--- config.mk ---
export PLATFORM = sky130hd
export DESIGN_NAME = serial_tx
export DESIGN_NICKNAME = d
export VERILOG_FILES = /design/src/rtl/serial_tx_pkg.sv /design/src/rtl/serial_tx_bit.sv /design/src/rtl/serial_tx.sv
export SDC_FILE = /design/constraint.sdc
export NUM_CORES = 1
export LEC_CHECK = 0
export ABC_AREA = 1
export BUFFER_PORTS_ARGS = -buffer_cell sky130_fd_sc_hd__buf_2
export CORE_ASPECT_RATIO = 2
export CORE_MARGIN = 4
export CORE_UTILIZATION = 25
export DETAILED_ROUTE_END_ITERATION = 10
export GPL_TIMING_DRIVEN = 0
export PLACE_DENSITY_LB_ADDON = 0.08
export SLEW_MARGIN = 0
export SYNTH_ARGS = -nofsm -noshare
export SYNTH_HDL_FRONTEND = slang
export SYNTH_SLANG_ARGS = --single-unit
--- constraint.sdc ---
create_clock -name clk -period 2.01 [get_ports clk]
set_input_delay 0.1005 -clock clk [delete_from_list [all_inputs] [get_ports clk]]
set_output_delay 0.1005 -clock clk [all_outputs]
set_load 0.005 [all_outputs]
--- src/rtl/serial_tx_pkg.sv ---
// -----------------------------------------------------------------------------
// serial_tx_pkg
// Shared definitions for the serial transmitter:
//   - state_e     : transmitter FSM states (IDLE / SHIFT / PARITY)
//   - DEF_WIDTH   : default data word width
//   - DEF_CLK_DIV : default clocks per serial bit
// PARITY is only entered when SERIAL_TX_PARITY_EN is defined; the encoding
// is kept in both builds so debug tooling sees the same state values.
// -----------------------------------------------------------------------------
package serial_tx_pkg;

  localparam int DEF_WIDTH   = 8;
  localparam int DEF_CLK_DIV = 4;

  typedef enum logic [1:0] {
    IDLE   = 2'd0,
    SHIFT  = 2'd1,
    PARITY = 2'd2
  } state_e;

endpackage

--- src/rtl/serial_tx_bit.sv ---
// -----------------------------------------------------------------------------
// bit_timer
// Divides the system clock into serial bit periods. While enabled, the counter
// runs 0..CLK_DIV-1 and o_tick is high in the cycle the counter sits at
// CLK_DIV-1; the counter wraps to 0 on that same edge.
//
// Ports:
//   clk     in  system clock, rising edge
//   rstn    in  synchronous active-low reset
//   i_clr   in  restart the bit period (asserted when a word is accepted)
//   i_en    in  count enable (high while a frame is on the line)
//   o_tick  out one-cycle pulse at the last clock of each bit period
// -----------------------------------------------------------------------------
module bit_timer
  import serial_tx_pkg::*;
#(
  parameter int CLK_DIV = DEF_CLK_DIV
) (
  input  logic clk,
  input  logic rstn,
  input  logic i_clr,
  input  logic i_en,
  output logic o_tick
);

  // A divide-by-1 still needs a 1-bit counter so the vector is never empty.
  localparam int DIV_W = (CLK_DIV > 1) ? $clog2(CLK_DIV) : 1;
  localparam logic [DIV_W-1:0] DIV_LAST = DIV_W'(CLK_DIV - 1);

  logic [DIV_W-1:0] r_cnt;
  logic             w_last;

  assign w_last = (r_cnt == DIV_LAST);
  assign o_tick = i_en && w_last;

  always_ff @(posedge clk) begin
    if (!rstn) begin
      r_cnt <= '0;
    end else if (i_clr) begin
      r_cnt <= '0;
    end else if (i_en) begin
      if (w_last) begin
        r_cnt <= '0;
      end else begin
        r_cnt <= r_cnt + DIV_W'(1);
      end
    end
  end

endmodule

--- src/rtl/serial_tx.sv ---
// -----------------------------------------------------------------------------
// serial_tx
// Parallel-to-serial transmitter. A WIDTH-bit word is accepted over a
// valid/ready handshake and shifted out LSB-first on sdata, each bit held for
// CLK_DIV clocks, with sframe high for every data (and parity) bit. done
// pulses for one cycle in the first idle cycle after the frame.
//
// Build option: define SERIAL_TX_PARITY_EN to append one even-parity bit
// (XOR of the data bits) after the data bits.
//
// Handshake: a word is transferred on a rising edge where in_valid && in_ready.
// in_ready is high only in IDLE; in_valid and in_data are ignored otherwise,
// and in_data is sampled only on the transfer edge.
//
// Ports:
//   clk          in   system clock, rising edge
//   rstn         in   synchronous active-low reset
//   in_data      in   [WIDTH] word to transmit
//   in_valid     in   in_data valid
//   in_ready     out  block can accept a word
//   sdata        out  serial data, LSB first
//   sframe       out  high while a data/parity bit is on sdata
//   done         out  one-cycle pulse after the last bit of a frame
//   o_dbg_state  out  current FSM state
// -----------------------------------------------------------------------------
module serial_tx
  import serial_tx_pkg::*;
#(
  parameter int WIDTH   = DEF_WIDTH,
  parameter int CLK_DIV = DEF_CLK_DIV
) (
  input  logic             clk,
  input  logic             rstn,
  input  logic [WIDTH-1:0] in_data,
  input  logic             in_valid,
  output logic             in_ready,
  output logic             sdata,
  output logic             sframe,
  output logic             done,
  output state_e           o_dbg_state
);

  localparam int IDX_W = $clog2(WIDTH + 1);
  localparam logic [IDX_W-1:0] IDX_LAST = IDX_W'(WIDTH - 1);

  state_e           r_state;
  logic [WIDTH-1:0] r_shift;
  logic [IDX_W-1:0] r_idx;
  logic             r_sframe;
  logic             r_in_ready;
  logic             r_done;
`ifdef SERIAL_TX_PARITY_EN
  logic             r_par;
`endif

  logic             w_xfer;
  logic             w_busy;
  logic             w_tick;

  assign w_xfer = in_valid && r_in_ready;
  assign w_busy = (r_state != IDLE);

  bit_timer #(
    .CLK_DIV (CLK_DIV)
  ) u_bit_timer (
    .clk    (clk),
    .rstn   (rstn),
    .i_clr  (w_xfer),
    .i_en   (w_busy),
    .o_tick (w_tick)
  );

  // sdata is bit 0 of the shift register in every state: the register is
  // all-zero in IDLE, holds the data in SHIFT, and holds only the parity bit
  // in PARITY. This keeps sdata a plain register output.
  assign sdata       = r_shift[0];
  assign sframe      = r_sframe;
  assign in_ready    = r_in_ready;
  assign done        = r_done;
  assign o_dbg_state = r_state;

  always_ff @(posedge clk) begin
    if (!rstn) begin
      r_state    <= IDLE;
      r_shift    <= '0;
      r_idx      <= '0;
      r_sframe   <= 1'b0;
      r_in_ready <= 1'b1;
      r_done     <= 1'b0;
`ifdef SERIAL_TX_PARITY_EN
      r_par      <= 1'b0;
`endif
    end else begin
      r_done <= 1'b0;
      case (r_state)
        IDLE: begin
          if (w_xfer) begin
            r_shift    <= in_data;
            r_idx      <= '0;
            r_sframe   <= 1'b1;
            r_in_ready <= 1'b0;
            r_state    <= SHIFT;
`ifdef SERIAL_TX_PARITY_EN
            r_par      <= ^in_data;
`endif
          end
        end

        SHIFT: begin
          if (w_tick) begin
            r_idx <= r_idx + IDX_W'(1);
            if (r_idx == IDX_LAST) begin
`ifdef SERIAL_TX_PARITY_EN
              // Data is exhausted; park the parity bit where sdata reads.
              r_shift <= {{(WIDTH-1){1'b0}}, r_par};
              r_state <= PARITY;
`else
              // After WIDTH shifts the register is empty, so sdata drops to 0.
              r_shift    <= {1'b0, r_shift[WIDTH-1:1]};
              r_sframe   <= 1'b0;
              r_in_ready <= 1'b1;
              r_done     <= 1'b1;
              r_state    <= IDLE;
`endif
            end else begin
              r_shift <= {1'b0, r_shift[WIDTH-1:1]};
            end
          end
        end

        PARITY: begin
`ifdef SERIAL_TX_PARITY_EN
          if (w_tick) begin
            r_shift    <= '0;
            r_sframe   <= 1'b0;
            r_in_ready <= 1'b1;
            r_done     <= 1'b1;
            r_state    <= IDLE;
          end
`else
          // Unreachable in this build; recover to a clean idle line.
          r_shift    <= '0;
          r_sframe   <= 1'b0;
          r_in_ready <= 1'b1;
          r_state    <= IDLE;
`endif
        end

        default: begin
          r_shift    <= '0;
          r_sframe   <= 1'b0;
          r_in_ready <= 1'b1;
          r_state    <= IDLE;
        end
      endcase
    end
  end

endmodule

==> results.toml, run 1 <==
[setup_path]
reg2reg_to = "r_shift[7]$_SDFFE_PN0P_"
worst-path-max-fanout = 10
critical-path-max-stage-delay_ns = 0.33
crit_type = "reg -> reg"
r2r_setup_slack_ns = 0.73
arrival_ns = 1.47
cp_slowest_cell = "dfxtp_1"
critPathRequiredTime_ns = 2.20
crit_path_cell_trace = "ha_1 > nand2_2 > inv_2 > nor2_4 > nand2_1 > a21oi_1"
rr_worst_depth = 6
critPathLaunch = "u_bit_timer.r_cnt[0]$_SDFFE_PP0P_"
worstReg2RegStart = "u_bit_timer.r_cnt[0]$_SDFFE_PP0P_"
start_kind = "register"
crit_path_end_kind = "register"

[synthesis]
synth.distinct_cells = 21
yosysWarnings = 0
yosysSeqAreaShare_pct = 41.72
synthSimpleGateAreaFrac_pct = 34.82
synthMuxAreaShare_pct = 0
synth_area_leader_cell = "dfxtp_1"
synth_seq_cells = 17
synth_compound_area_share_pct = 11.66
synth_top_family_by_area = "simple AND/OR/NAND/NOR gates"
netlist_area_sq_um = 815.8
synthTopCellsByArea = "dfxtp_1, nand2_1, nor2_1, o21ai_1, a21oi_1"
synth_nets = 126
synth_top_area_share_pct = 41.72
synth-xor-area-share_pct = 0
syn_inst = 113
syn_avg_cell_area_sq_um = 7.219
post_synth_fa_ha_maj_area_fraction_pct = 3.067

[finish]
final_layout_size_suffix_gt1_share_pct = 27.27
area_growth_pct = 19.63
antenna_cells = 0
instances_no_fill = 163
finish.utilization_pct = 30.92
finish.instance_area_sq_um = 975.9
n_fill_cell = 373
final_nets = 146

[timing]
tns_ns = 0
slew_viol_final = 0
fin_crit_sh_pct = 63.86
final.min_clock_period_ns = 1.283
hold_viol_final = 0
layout_setup_ws_ns = 0.7265
max_freq_mhz = 779.1
finClkSkew_ns = 0.005832
setup_viol = 0
rsz0062_at_grt = "no"
holdWs_ns = 0.1003

[detailed_routing]
drt-initial-drc-count = 12
dr.pass1.iters = 2
via_per_inst = 4.528
drc = 0
wl_per_cell_microns = 11.50
wl_microns = 1874
drtAntennaViolNets = 0
dr_total_vias = 738

[clock_network]
clock-sinks = 17
post_cts_buffers = 0
post_cts_resized = 0
cts_tree = "yes"
clk_pin_slew_worst_paths_ns = 0.07
cts_root_buffer = "clkbuf_8"
htree_levels = 1
cts_buffers = 3
cts.hold.buffers_added = 0
cts.path.max_buffers = 2
clkLatencyLatePin_ns = 0.25

[min_path]
min_path_type = "in -> reg"
holdPathStages = 3
hold_path_end = "r_shift[7]$_SDFFE_PN0P_"
hp-start = "in_data[7]"

[grt]
grt_max_degree = 11
grt-ovfl-total = 0
antenna_found_initial = 0
grt_pass1_vias = 743
grt_usage_pct = 9.934
grt_pass1_wl_microns = 3318

[pwr]
peakVddDrop_mv = 0.4087
power_density_nw_per_um2 = 768.6
leakage_nw = 0.4774
power_mw = 0.7502

[floorplan]
fp.dieArea_sq_um = 4296
die_x_microns = 48.39
die_h_microns = 88.79
num_rows = 29
ios = 17
core_area_sq_um = 3157
initial_utilization_pct = 25.84

[placed_design]
place_ws_ns = 0.7257
place_hpwl_microns = 1376
dp_cells = 159
io_buffers = 15
placed_area_sq_um = 929.6
place_congestion = 0.6866

[flow_run]
cap_violations = 0

[run_status]
status = "complete, no violations"
layout make-up:
cell class | instances | area (sq um) | share of cell area (%)
buffer | 6 | 48.80 | 5.000
clock buffer | 3 | 41.29 | 4.231
clock inverter | 1 | 5.005 | 0.5128
inverter | 5 | 18.77 | 1.923
multi-input combinational | 85 | 407.9 | 41.79
sequential | 17 | 340.3 | 34.87
tap | 31 | 38.79 | 3.974
timing repair buffer | 15 | 75.07 | 7.692
synthesized netlist by cell type:
cell type,instances
a211oi_2,1
a21oi_1,5
a21oi_2,2
buf_4,3
buf_6,2
clkbuf_1,1
conb_1,1
dfxtp_1,17
ha_1,2
inv_1,3
inv_2,2
nand2_1,34
nand2_2,3
nand3_1,2
nand3_2,2
nand3b_1,1
nor2_1,22
nor2_2,1
nor2_4,1
o21ai_0,1
o21ai_1,7
how the worst max path moves through the flow:
| stage | to | slack, ns |
|---|---|---|
| final | r_shift[7]$_SDFFE_PN0P_ | 0.73 |
| after global routing | r_idx[1]$_SDFFE_PN0P_ | 0.61 |
| after CTS | r_shift[7]$_SDFFE_PN0P_ | 0.70 |
| after detailed placement | r_shift[7]$_SDFFE_PN0P_ | 0.73 |
| after global placement | r_shift[7]$_SDFFE_PN0P_ | 0.74 |
| after floorplan | r_idx[2]$_SDFFE_PN0P_ | 0.91 |
cells by family (layout without fill, tap and decap cells):
kind of cell / after synthesis / in the layout
simple gates: 66 / 66
flops: 17 / 17
compound gates: 16 / 16
buf+inv: 11 / 30
fa+ha+maj: 2 / 2
other cells: 1 / 1
sequential cells by signal, indices dropped and copies added, names as in the netlist:
signal             count
u_bit_timer.r_cnt      2
in_ready               1
done                   1
r_idx                  4
r_shift                8
sframe                 1
power breakdown:
group          total, mW  internal [mW]  switching [mW]  leakage (nW)
Clock              0.261          0.138           0.123        0.0255
Combinational      0.118         0.0495          0.0685         0.313
Sequential         0.371          0.358          0.0139         0.139
Total              0.750          0.545           0.205         0.477
cell usage in the layout (no fill, tap or decap):
cell,instances
ha_1,2
conb_1,1
nand3b_1,1
buf_6,2
nand3_2,2
o21ai_0,1
buf_4,3
o21ai_1,7
dfxtp_1,17
inv_1,3
buf_2,15
nor2_2,1
a21oi_1,5
clkbuf_8,3
a211oi_2,1
nor2_4,1
clkbuf_1,1
nand3_1,2
nor2_1,22
nand2_1,34
nand2_2,3
clkinv_2,1
a21oi_2,2
inv_2,2
layer usage:
layer  GRT usage [%]  part of all wire [%]
met4           6.045                   2.2
met5               0                     0
met2           18.57                    53
met1           9.744                    41
met3           2.024                   4.1
worst max-delay path: cells and delay by family, from the launching register on:
family	cells	cell delay, ns
buffers and inverters	1	0.07
flip-flops	1	0.33
adder cells (fa/ha/maj)	1	0.24
AND/OR/NAND/NOR	3	0.44
AO/OA/AOI/OAI	1	0.13
No activity file was read; power rests on OpenSTA's default activity.
==> inputs of run 2 (changes only) <==
--- a/config.mk
+++ b/config.mk
@@ -5,7 +5,7 @@
 export SDC_FILE = /design/constraint.sdc
 export NUM_CORES = 1
 export LEC_CHECK = 0
-export ABC_AREA = 1
+export ABC_AREA = 0
 export BUFFER_PORTS_ARGS = -buffer_cell sky130_fd_sc_hd__buf_2
 export CORE_ASPECT_RATIO = 2
 export CORE_MARGIN = 4
==> constraint.sdc (replaced) <==
create_clock -name clk -period 1.1 [get_ports clk]
set_input_delay 0.055 -clock clk [delete_from_list [all_inputs] [get_ports clk]]
set_output_delay 0.055 -clock clk [all_outputs]
set_load 0.005 [all_outputs]
==> run 2 against run 1 <==
The flow now finishes with violations (negative setup slack). Clock skew fell by 0.0039 ns. Die area is 0.28% higher. Synthesized cell count decreased by 25%. Count of clock-buffer cells in the layout increased by 1. Final cell count is 15% lower. Core utilization rose by 4.0 points. Critical path type unchanged. Critical endpoint is now r_shift[5]$_SDFFE_PN0P_. Largest power group unchanged.
==> results.toml, run 2 <==
[setup_path]
cp_slowest_cell = "dfxtp_2"
reg2reg_to = "r_shift[5]$_SDFFE_PN0P_"
crit_path_end_kind = "register"
worst-path-max-fanout = 5
crit_type = "reg -> reg"
crit_path_cell_trace = "ha_4 > and2_4 > clkbuf_16 > o21ai_4 > o211a_1"
critPathLaunch = "u_bit_timer.r_cnt[0]$_SDFFE_PP0P_"
worstSetupEndpoint = "r_shift[5]$_SDFFE_PN0P_"
arrival_ns = 1.36
rr_worst_depth = 5
start_kind = "register"
r2r_setup_slack_ns = -0.07
critical-path-max-stage-delay_ns = 0.34
critPathRequiredTime_ns = 1.30
worstReg2RegStart = "u_bit_timer.r_cnt[0]$_SDFFE_PP0P_"

[placed_design]
dp_cells = 130
place_ws_ns = -0.1518
io_buffers = 14
place_congestion = 0.7080
place_hpwl_microns = 1388

[detailed_routing]
dr.pass1.iters = 4
drc = 0
wl_microns = 2029
wl_per_cell_microns = 14.60
dr_total_vias = 691
via_per_inst = 4.971
drt-initial-drc-count = 9
drtAntennaViolNets = 0

[finish]
reg_top3 = "r_shift: 8 flops, r_idx: 4 flops, u_bit_timer.r_cnt: 2 flops"
largest_register_ffs = 8
finish.utilization_pct = 34.96
regMostFlops = "r_shift"
antenna_cells = 0
final_common_cell = "buf_2"
final_layout_size_suffix_gt1_share_pct = 41.67
final_nets = 122
area_growth_pct = 34.86
layout_common_cells = "buf_2, dfxtp_1, mux2i_1, o21ai_1"
instances_no_fill = 139

[synthesis]
yosysSeqAreaShare_pct = 41.59
async_flop_share_pct = 0
synth_top_area_share_pct = 41.59
synth_area_leader_cell = "dfxtp_1"
synth_edf_count = 0
ys.flop_type = "dfxtp_1"
netlist_area_sq_um = 818.3
synthTopCellsByCount = "dfxtp_1, o21ai_1, mux2i_1, nand2_1, o211a_1"
synth_seq_cells = 17
syn_avg_cell_area_sq_um = 9.627
synthTopCellsByArea = "dfxtp_1, mux2i_1, o211a_1, o21ai_1, nand2_1"
yosys.cell_count.top_type = "dfxtp_1"
syn_inst = 85
yosysWarnings = 0
synth_nets = 98
synth.distinct_cells = 23

[clock_network]
cts_tree = "yes"
clock-sinks = 17
clkLatencyLatePin_ns = 0.25
clk_pin_slew_worst_paths_ns = 0.07
cts_root_buffer = "clkbuf_8"
cts.path.max_buffers = 2
cts.hold.buffers_added = 0
cts_buffers = 3
htree_levels = 1

[timing]
slew_headroom_pct = 65.59
hold_viol_final = 0
rsz0062_at_grt = "yes"
final.min_clock_period_ns = 1.166
holdWs_ns = 0.03973
max_freq_mhz = 857.9
fin_crit_sh_pct = 106.0
setup_viol = 8
tns_ns = -0.3535
finClkSkew_ns = 0.001912
worst_slew_pin_slew_ns = 0.5162
slew_viol_final = 0
layout_setup_ws_ns = -0.06558

[run_status]
status = "finished with violations"
violations = "negative setup slack"

[grt]
grt_pass1_vias = 718
grt-ovfl-total = 0
grt_max_degree = 11
grt_pass1_wl_microns = 3401
antenna_found_initial = 0
grt_usage_pct = 10.26

[floorplan]
initial_utilization_pct = 25.92
core_area_sq_um = 3157
num_rows = 29
die_x_microns = 48.46
die_h_microns = 88.91
fp.dieArea_sq_um = 4308
ios = 17

[flow_run]
cap_violations = 0

[pwr]
power_density_nw_per_um2 = 1273
leakage_nw = 0.5132
peakVddDrop_mv = 0.4918

[min_path]
min_path_type = "in -> reg"
[run 2: cell types whose count changed after synthesis, moves of 4 or more]
| cell | previous run | this run |
|---|---|---|
| a21oi_1 | 5 | 1 |
| nor2_1 | 22 | 5 |
| mux2i_1 | 0 | 9 |
| o211a_1 | 0 | 7 |
| nand2_1 | 34 | 9 |
[run 2: cell families (layout without fill, tap and decap cells)]
| family | count (synthesis) | after routing | synth area share (%) |
|---|---|---|---|
| AOI/OAI and AO/OA | 21 | 21 | 18.65 |
| xor gates and xnor gates | 1 | 1 | 1.071 |
| adders and majority gates | 2 | 2 | 3.058 |
| buffers and inverters | 8 | 31 | 7.950 |
| DFF | 17 | 17 | 41.59 |
| muxes | 9 | 9 | 11.01 |
| other | 1 | 1 | 0.4583 |
| and+or+nand+nor | 26 | 26 | 16.21 |
[run 2: per-layer routing]
| metal | share of wire [%] | GRT usage (%) | up-vias |
|---|---|---|---|
| li1 | - | - | 347 |
| met1 | 40 | 11.00 | 325 |
| met2 | 54 | 18.33 | 17 |
| met3 | 4.1 | 1.669 | 2 |
| met4 | 1.4 | 6.618 | 0 |
| met5 | 0 | 0 | - |
[run 2: repair_timing]
action	CTS	global route
resized for setup	16	6
buffers inserted	2	1
cloned	1	1
pin swaps	2	3
endpoints found under the setup margin	14	15
[run 2: final cells by class]
class	count	area, sq um
fillers	349	2053
plain buffers	8	81.33
well taps	31	38.79
repair buffers	19	128.9
multi-input cells	60	460.4
clock buffers	4	45.04
flip-flops and latches	17	349.1
[run 2: worst max-delay path: cells and delay by family, from the launching register on]
| kind | cells | cell delay [ns] |
|---|---|---|
| AO/OA/AOI/OAI | 2 | 0.27 |
| flip-flops | 1 | 0.34 |
| buffers and inverters | 1 | 0.16 |
| adder cells (fa/ha/maj) | 1 | 0.17 |
| AND/OR/NAND/NOR | 1 | 0.18 |
[run 2: power breakdown]
group,total (mW),internal [mW],switching [mW],leakage (nW)
clock,0.469,0.257,0.212,0.0228
sequential,0.686,0.655,0.0309,0.142
combinational,0.250,0.139,0.111,0.349
total,1.40,1.05,0.354,0.513
[run 2: stage by stage]
stage          instance area [sq um]  power [mW]
2_1_floorplan                  824.5      0.8353
3_3_place_gp                   933.4      0.9000
3_5_place_dp                   933.4      0.9028
4_1_cts                         1059       1.427
5_1_grt                         1104       1.488
6_report                        1104       1.404
[run 2: how the worst min path moves through the flow]
stage / start / endpoint / slack [ns] / cells past startpoint
floorplan: in_data[7] / r_shift[7]$_SDFFE_PN0P_ / 0.19 / 2
global placement: in_data[7] / r_shift[7]$_SDFFE_PN0P_ / 0.30 / 3
detailed placement: in_data[7] / r_shift[7]$_SDFFE_PN0P_ / 0.30 / 3
CTS: in_data[7] / r_shift[7]$_SDFFE_PN0P_ / 0.04 / 3
global route: in_data[7] / r_shift[7]$_SDFFE_PN0P_ / 0.06 / 3
finish: in_data[7] / r_shift[7]$_SDFFE_PN0P_ / 0.04 / 3
==> inputs of run 3 (changes only) <==
--- a/config.mk
+++ b/config.mk
@@ -10,6 +10,7 @@
 export CORE_ASPECT_RATIO = 2
 export CORE_MARGIN = 4
 export CORE_UTILIZATION = 25
+export CTS_BUF_LIST = sky130_fd_sc_hd__clkbuf_8
 export DETAILED_ROUTE_END_ITERATION = 10
 export GPL_TIMING_DRIVEN = 0
 export PLACE_DENSITY_LB_ADDON = 0.08
==> run 3 against run 2 <==
The flow still finishes with violations (negative setup slack). First-iteration DRC count unchanged. Count of clock-buffer cells in the layout decreased by 1. Die area unchanged. Critical endpoint unchanged. Via count decreased by 0.29%. Largest cell class unchanged. Critical path depth unchanged. Critical path type unchanged. Fmax about the same. Largest power group unchanged. Clock power decreased by 2%.
==> results.toml, run 3 (same netlist as run 2, synthesis figures left out) <==
[timing]
tns_ns = -0.3440
max_freq_mhz = 858.0
final.min_clock_period_ns = 1.166
setup_viol = 8
holdWs_ns = 0.03969
slew_headroom_pct = 65.84
worst_slew_pin_slew_ns = 0.5123
rsz0062_at_grt = "yes"
fin_crit_sh_pct = 106.0
layout_setup_ws_ns = -0.06551
slew_viol_final = 0
finClkSkew_ns = 0.002821
hold_viol_final = 0

[pwr]
p_sw_share_pct = 25.27
comb_power_share_pct = 17.9
p_switching_mw = 0.3520
peakVddDrop_mv = 0.4858
leakage_nw = 0.5173
clock_power_share_pct = 32.9
power_frac_seq_pct = 49.2
power_density_nw_per_um2 = 1262
p_int_mw = 1.041
power_mw = 1.393

[finish]
regMostFlops = "r_shift"
reg_top3 = "r_shift: 8 flops, r_idx: 4 flops, u_bit_timer.r_cnt: 2 flops"
largest_register_ffs = 8
n_fill_cell = 349
final_common_cell = "buf_2"
area_growth_pct = 34.86
final_layout_size_suffix_gt1_share_pct = 41.67
instances_no_fill = 139
finish.instance_area_sq_um = 1104
finish.utilization_pct = 34.96
antenna_cells = 0
final_nets = 122
layout_common_cells = "buf_2, dfxtp_1, mux2i_1, o21ai_1"

[setup_path]
start_kind = "register"
crit_path_end_kind = "register"
rr_worst_depth = 5
crit_type = "reg -> reg"
r2r_setup_slack_ns = -0.07
reg2reg_to = "r_shift[5]$_SDFFE_PN0P_"
critPathRequiredTime_ns = 1.30
arrival_ns = 1.36
worstReg2RegStart = "u_bit_timer.r_cnt[0]$_SDFFE_PP0P_"
worst-path-max-fanout = 5

[detailed_routing]
dr_total_vias = 689
drt-initial-drc-count = 9
drtAntennaViolNets = 0
dr.pass1.iters = 4
via_per_inst = 4.957
drc = 0
wl_microns = 2033
wl_per_cell_microns = 14.63

[min_path]
hp-start = "in_data[7]"
min_path_type = "in -> reg"
hold_path_end = "r_shift[7]$_SDFFE_PN0P_"
holdPathStages = 3

[grt]
grt_usage_pct = 10.26
grt_pass1_wl_microns = 3401
grt_pass1_vias = 718
antenna_found_initial = 0
grt_max_degree = 11
grt-ovfl-total = 0

[placed_design]
place_hpwl_microns = 1388
dp_cells = 130
io_buffers = 14
placed_area_sq_um = 933.4
place_congestion = 0.7080
place_ws_ns = -0.1518

[clock_network]
clk_pin_slew_worst_paths_ns = 0.07
clock-sinks = 17
cts.path.max_buffers = 2
cts.hold.buffers_added = 0
clkLatencyLatePin_ns = 0.25
cts_root_buffer = "clkbuf_8"
cts_buffers = 3
htree_levels = 1
cts_tree = "yes"

[floorplan]
num_rows = 29
fp.dieArea_sq_um = 4308
initial_utilization_pct = 25.92
die_x_microns = 48.46
die_h_microns = 88.91
core_area_sq_um = 3157
ios = 17

[run_status]
violations = "negative setup slack"
status = "finished with violations"

[flow_run]
cap_violations = 0
## run 3: per-layer routing
layer  track usage, %  share of wire (%)  vias up  routed length [microns]
li1                 -                  -      347                        -
met1            11.00                 41      328                      842
met2            18.33                 54       12                     1100
met3            1.669                3.0        2                       60
met4            6.618                1.4        0                       29
met5                0                  0        -                        0
## run 3: how the worst max path moves through the flow
stage                                      startpoint                      end  cells past startpoint
CTS                 u_bit_timer.r_cnt[0]$_SDFFE_PP0P_    r_idx[3]$_SDFFE_PN0P_                      5
global placement                  sframe$_SDFFE_PN0P_  r_shift[2]$_SDFFE_PN0P_                      4
finish              u_bit_timer.r_cnt[0]$_SDFFE_PP0P_  r_shift[5]$_SDFFE_PN0P_                      5
detailed placement  u_bit_timer.r_cnt[0]$_SDFFE_PP0P_  r_shift[5]$_SDFFE_PN0P_                      5
floorplan                         sframe$_SDFFE_PN0P_  r_shift[0]$_SDFFE_PN0P_                      4
global route        u_bit_timer.r_cnt[0]$_SDFFE_PP0P_  r_shift[6]$_SDFFE_PN0P_                      5
## run 3: layout make-up
type                    instances  area [sq um]  share of cell area, %
multi-input cells              60         460.4                  41.72
well taps                      31         38.79                  3.515
repair buffers                 19         128.9                  11.68
clock buffers                   3         41.29                  3.741
plain buffers                   8         81.33                  7.370
clock inverters                 1         3.754                 0.3401
flip-flops and latches         17         349.1                  31.63
## run 3: repair_timing
item,CTS,global route
gates resized for setup,16,6
cloned,1,1
pin swaps,2,3
setup endpoints to repair,14,15
setup buffers,2,1
## run 3: power by group through the flow
stage / Sequential [mW] / Combinational, mW / Clock [mW]
2_1_floorplan: 0.690 / 0.145 / 0
3_3_place_gp: 0.695 / 0.205 / 0
3_5_place_dp: 0.697 / 0.206 / 0
4_1_cts: 0.686 / 0.249 / 0.483
5_1_grt: 0.690 / 0.275 / 0.513
6_report: 0.686 / 0.249 / 0.458
## run 3: critical path, stage by stage (launching register included)
cell       delay, ns
dfxtp_2         0.34
ha_4            0.17
and2_4          0.18
clkbuf_16       0.16
o21ai_4         0.12
o211a_1         0.15
